==> config.mk <==
export PLATFORM = sky130hd
export DESIGN_NAME = lane_combine_pipe
export DESIGN_NICKNAME = d
export VERILOG_FILES = /design/src/rtl/lane_pkg.sv /design/src/rtl/lane_op.sv /design/src/rtl/lane_combine_pipe.sv
export SDC_FILE = /design/constraint.sdc
export NUM_CORES = 1
export LEC_CHECK = 0
export CAP_MARGIN = 15
export CORE_MARGIN = 2
export CORE_UTILIZATION = 48
export DETAILED_ROUTE_END_ITERATION = 16
export PLACE_DENSITY_LB_ADDON = 0.08
export SYNTH_ARGS = -nofsm -noshare
export SYNTH_HDL_FRONTEND = slang
export SYNTH_SLANG_ARGS = --single-unit
==> constraint.sdc <==
create_clock -name clk -period 4.2 [get_ports clk]
set_input_delay 0.42 -clock clk [delete_from_list [all_inputs] [get_ports clk]]
set_output_delay 0.42 -clock clk [all_outputs]
set_load 0.02 [all_outputs]
==> src/rtl/lane_pkg.sv <==
// Shared types and default sizing for the lane combiner pipeline.
package lane_pkg;

  typedef enum logic [1:0] {
    MODE_AND = 2'd0,
    MODE_OR  = 2'd1,
    MODE_XOR = 2'd2,
    MODE_ADD = 2'd3
  } mode_e;

  localparam int unsigned NUM_CH_DEF = 4;
  localparam int unsigned WIDTH_DEF  = 8;
  localparam int unsigned CNT_W_DEF  = 16;

endpackage

==> src/rtl/lane_op.sv <==
// Single-lane combinational operator: AND/OR/XOR/ADD with lane enable.
module lane_op
  import lane_pkg::*;
#(
  parameter int unsigned WIDTH = WIDTH_DEF
) (
  input  logic [WIDTH-1:0] a,
  input  logic [WIDTH-1:0] b,
  input  mode_e            mode,
  input  logic             en,
  output logic [WIDTH-1:0] res,
  output logic             carry
);

  logic [WIDTH:0] w_sum;

  assign w_sum = {1'b0, a} + {1'b0, b};

  always_comb begin
    res   = '0;
    carry = 1'b0;
    if (en) begin
      unique case (mode)
        MODE_AND: res = a & b;
        MODE_OR:  res = a | b;
        MODE_XOR: res = a ^ b;
        MODE_ADD: begin
          res   = w_sum[WIDTH-1:0];
          carry = w_sum[WIDTH];
        end
        default: res = '0;
      endcase
    end
  end

endmodule

==> src/rtl/lane_combine_pipe.sv <==
// Multi-lane operand combiner: capture stage S1, result stage S2, valid/ready on both sides.
module lane_combine_pipe
  import lane_pkg::*;
#(
  parameter int unsigned NUM_CH = NUM_CH_DEF,
  parameter int unsigned WIDTH  = WIDTH_DEF,
  parameter int unsigned CNT_W  = CNT_W_DEF
) (
  input  logic                    clk,
  input  logic                    rst_n,
  input  logic                    in_valid,
  output logic                    in_ready,
  input  logic [NUM_CH*WIDTH-1:0] in1,
  input  logic [NUM_CH*WIDTH-1:0] in2,
  input  logic [1:0]              mode,
  input  logic [NUM_CH-1:0]       ch_en,
  output logic                    out_valid,
  input  logic                    out_ready,
  output logic [NUM_CH*WIDTH-1:0] out,
  output logic [NUM_CH-1:0]       out_carry,
  output logic [CNT_W-1:0]        beat_count
);

  localparam int unsigned DW = NUM_CH * WIDTH;

  logic              r_s1_valid;
  logic [DW-1:0]     r_s1_a;
  logic [DW-1:0]     r_s1_b;
  mode_e             r_s1_mode;
  logic [NUM_CH-1:0] r_s1_en;

  logic              r_s2_valid;
  logic [DW-1:0]     r_s2_res;
  logic [NUM_CH-1:0] r_s2_carry;
  logic [CNT_W-1:0]  r_beat_count;

  logic [DW-1:0]     w_res;
  logic [NUM_CH-1:0] w_carry;
  logic              w_deliver;
  logic              w_s2_load;
  logic              w_s1_load;
  logic              w_accept;

  // Each stage may load when it is empty or its content moves on this cycle.
  assign w_deliver = r_s2_valid && out_ready;
  assign w_s2_load = !r_s2_valid || out_ready;
  assign w_s1_load = !r_s1_valid || w_s2_load;
  assign in_ready  = rst_n && w_s1_load;
  assign w_accept  = in_valid && in_ready;

  for (genvar k = 0; k < NUM_CH; k++) begin : g_lane
    lane_op #(.WIDTH(WIDTH)) u_lane_op (
      .a     (r_s1_a[k*WIDTH +: WIDTH]),
      .b     (r_s1_b[k*WIDTH +: WIDTH]),
      .mode  (r_s1_mode),
      .en    (r_s1_en[k]),
      .res   (w_res[k*WIDTH +: WIDTH]),
      .carry (w_carry[k])
    );
  end

  always_ff @(posedge clk or negedge rst_n) begin
    if (!rst_n) begin
      r_s1_valid <= 1'b0;
      r_s1_a     <= '0;
      r_s1_b     <= '0;
      r_s1_mode  <= MODE_AND;
      r_s1_en    <= '0;
    end else if (w_s1_load) begin
      r_s1_valid <= w_accept;
      if (w_accept) begin
        r_s1_a    <= in1;
        r_s1_b    <= in2;
        r_s1_mode <= mode_e'(mode);
        r_s1_en   <= ch_en;
      end
    end
  end

  always_ff @(posedge clk or negedge rst_n) begin
    if (!rst_n) begin
      r_s2_valid <= 1'b0;
      r_s2_res   <= '0;
      r_s2_carry <= '0;
    end else if (w_s2_load) begin
      r_s2_valid <= r_s1_valid;
      if (r_s1_valid) begin
        r_s2_res   <= w_res;
        r_s2_carry <= w_carry;
      end
    end
  end

  always_ff @(posedge clk or negedge rst_n) begin
    if (!rst_n) begin
      r_beat_count <= '0;
    end else if (w_deliver) begin
      r_beat_count <= r_beat_count + CNT_W'(1);
    end
  end

  assign out_valid  = r_s2_valid;
  assign out        = r_s2_res;
  assign out_carry  = r_s2_carry;
  assign beat_count = r_beat_count;

endmodule

==> impl_metrics.json <==
{
  "status": "finished, final reports clean",
  "grt_pass1_wl_um": 27200,
  "synthFlopType": "dfrtp_1",
  "drt-pass1-iter-count": 5,
  "drt-initial-drc-count": 407,
  "max_slew.worst_pin.slew_ps": 819,
  "wirelength_um": 16400,
  "clockRootBuffer": "clkbuf_16",
  "finClkSkew_ps": 4.68,
  "fin_crit_sh_pct": 54.4,
  "setup_violations": 0,
  "holdBufCountCts": 0,
  "io_pins": 128,
  "relSlewSlack_pct": 45.4,
  "crit_chain": "clkdlybuf4s50_1 > nand3b_1 > and2_1 > clkdlybuf4s50_1",
  "synth-seq-cells": 124,
  "grt_max_degree": 60,
  "cts.sinks": 124,
  "crit_type": "in2out",
  "ant_nets": 0,
  "final_util_pct": 61.6,
  "placementRows": 45,
  "worst-path-stages": 4,
  "total_power_mw": 4.72,
  "clockBufferDepth": 2,
  "route.vias.total": 5639,
  "synth_cell_types": 52,
  "ys_warn_count": 0,
  "startpoint": "out_ready",
  "grt.total_usage_pct": 21.0,
  "diodes": 0,
  "syn-cell-area_um2": 7380,
  "dieArea_um2": 16400,
  "port_buffers": 127,
  "syn-num-nets": 853,
  "cts_tree": "done",
  "gr-total-overflow": 0,
  "dp_hpwl_um": 11700,
  "cp-endpoint": "in_ready",
  "synthCells": 710,
  "tns_ps": 0,
  "grt_pass1_vias": 5598,
  "cp_slowest_cell": "clkdlybuf4s50_1",
  "critPathMostFrequentCell": "clkdlybuf4s50_1",
  "wl_per_cell_um": 16.0,
  "clk_pin_slew_ps": 50,
  "crit_family": "buffers and inverters",
  "clock_latency_ps": 410,
  "seq_area_frac_synth_pct": 42.1,
  "cp-start-kind": "input port",
  "crit_required_ps": 3780,
  "gp_congestion": 0.912,
  "max_freq_ghz": 0.437,
  "syn_area_per_cell_um2": 10.4,
  "start_util_pct": 48.9,
  "worstReg2RegStart": "r_s1_valid$_DFFE_PN0N_",
  "r2r.worst_path.cells": 5,
  "core_um2": 15100,
  "cts_resized": 0,
  "h-tree-depth": 4,
  "die_h_um": 128,
  "fp.dieW_um": 128,
  "rsz0062_at_grt": "false",
  "crit_arrival_ps": 1870,
  "p_per_area_nw_per_um2": 507,
  "final_common_cell": "clkdlybuf4s50_1",
  "hold_viol_final": 0,
  "layout-drive-gt1-share_pct": 13.2,
  "drv_slew": 0,
  "via_per_inst": 5.47,
  "layout_common_cells": "clkdlybuf4s50_1 (126), dfrtp_1 (122), mux2_2 (71), inv_1 (69), ha_1 (65)",
  "post_cts_buffers": 0,
  "min_path_type": "in2async",
  "rrSetupSlack_ps": 1990,
  "synth_edf_count": 0,
  "cp_num_buf_inv": 2,
  "vdd_drop_max_v": 0.000347,
  "drc": 0,
  "async_flop_share_pct": 100,
  "area_growth_pct": 26.0,
  "path_max_fanout": 5,
  "layout.nets": 974,
  "p_leak_nw": 4.30,
  "antenna_found_initial": 1,
  "cts_made_buffers": 17,
  "min_period_ps": 2290,
  "worstSetupEndpointType": "output pin",
  "crit_path_max_incr_delay_ps": 610,
  "r2r-end": "r_s1_a[18]$_DFFE_PN0P_",
  "drv_cap": 0
}
## per-stage QoR
stage	hold slack [ps]	setup slack, ps	instances	area [µm²]
floorplan	124	2230	710	7380
CTS	16.0	1920	1030	9290
finish	8.64	1910	1030	9290
global placement	450	1580	1000	8760
detailed placement	461	1510	1000	8760
global route	52.6	1810	1030	9290
## final cells by class
class	instances	area [µm²]
clock buffer	29	531
clock inverter	1	5.00
fill	1226	5800
inverter	69	259
multi-input combinational	485	3820
sequential	124	3110
tap	188	235
timing repair buffer	134	1330
## flip-flops by register name, summed over array words and instances, names as in the netlist
name	flops
r_s1_a	32
r_s1_mode	2
out_valid	1
beat_count	16
r_s1_b	32
r_s1_en	4
out_carry	4
r_s1_valid	1
out	32
## power by group
| part | leakage, nW | switching [mW] | total, mW | internal (mW) |
|---|---|---|---|---|
| sequential | 1.53 | 0.253 | 1.70 | 1.45 |
| combinational | 2.51 | 0.864 | 1.68 | 0.819 |
| clock | 0.264 | 0.489 | 1.33 | 0.841 |
## worst min path at each step
stage	to
finish	r_s1_b[4]$_DFFE_PN0P_
global route	r_s1_b[4]$_DFFE_PN0P_
CTS	r_s1_b[4]$_DFFE_PN0P_
detailed placement	r_s1_b[4]$_DFFE_PN0P_
global placement	r_s1_b[4]$_DFFE_PN0P_
floorplan	beat_count[0]$_DFFE_PN0P_
## Yosys cell counts, drive strengths merged, types with 2 or more instances
library cell / count / area (µm²)
o41ai: 2 / 17.5
nand3: 14 / 70.1
o2bb2ai: 2 / 17.5
or3: 4 / 25.0
a21o: 17 / 128
a32oi: 5 / 43.8
buf: 27 / 173
mux2: 75 / 845
inv: 69 / 259
nand2b: 5 / 33.8
and4: 4 / 35.0
fa: 4 / 80.1
a21oi: 36 / 180
a211oi: 28 / 215
clkbuf: 5 / 20.0
o31ai: 3 / 22.5
ha: 65 / 813
nand4b: 2 / 17.5
o211ai: 4 / 30.0
nand2: 49 / 186
nor4b: 3 / 26.3
nor2b: 7 / 51.3
xor2: 18 / 158
a2111oi: 7 / 61.3
dfrtp: 124 / 3100
and2: 2 / 12.5
and3: 11 / 68.8
a31oi: 3 / 18.8
a22oi: 6 / 45.0
o21ai: 32 / 160
nor3: 3 / 15.0
a22o: 3 / 26.3
nand4: 10 / 62.6
xnor2: 12 / 105
nor2: 38 / 143
a221oi: 3 / 26.3
## metal layers
metal | share of wire [%] | wire [µm] | up-vias | GRT usage [%]
met5 | 0 | 0 | - | 0
met4 | 1.1 | 178 | 0 | 7.30
met3 | 5.5 | 911 | 14 | 4.72
met2 | 47 | 7680 | 155 | 33.0
met1 | 47 | 7660 | 2736 | 28.7
li1 | - | - | 2734 | -
## cells by family after synthesis
| kind of cell | count (synthesis) | share of synthesized area [%] |
|---|---|---|
| AO/OA/AOI/OAI | 155 | 13.9 |
| AND/OR/NAND/NOR | 154 | 10.3 |
| flip-flops | 124 | 42.1 |
| buffers and inverters | 101 | 6.12 |
| multiplexers | 77 | 11.9 |
| adder cells (fa/ha/maj) | 69 | 12.1 |
| XOR/XNOR | 30 | 3.56 |
No activity file was read; power rests on OpenSTA's default activity.
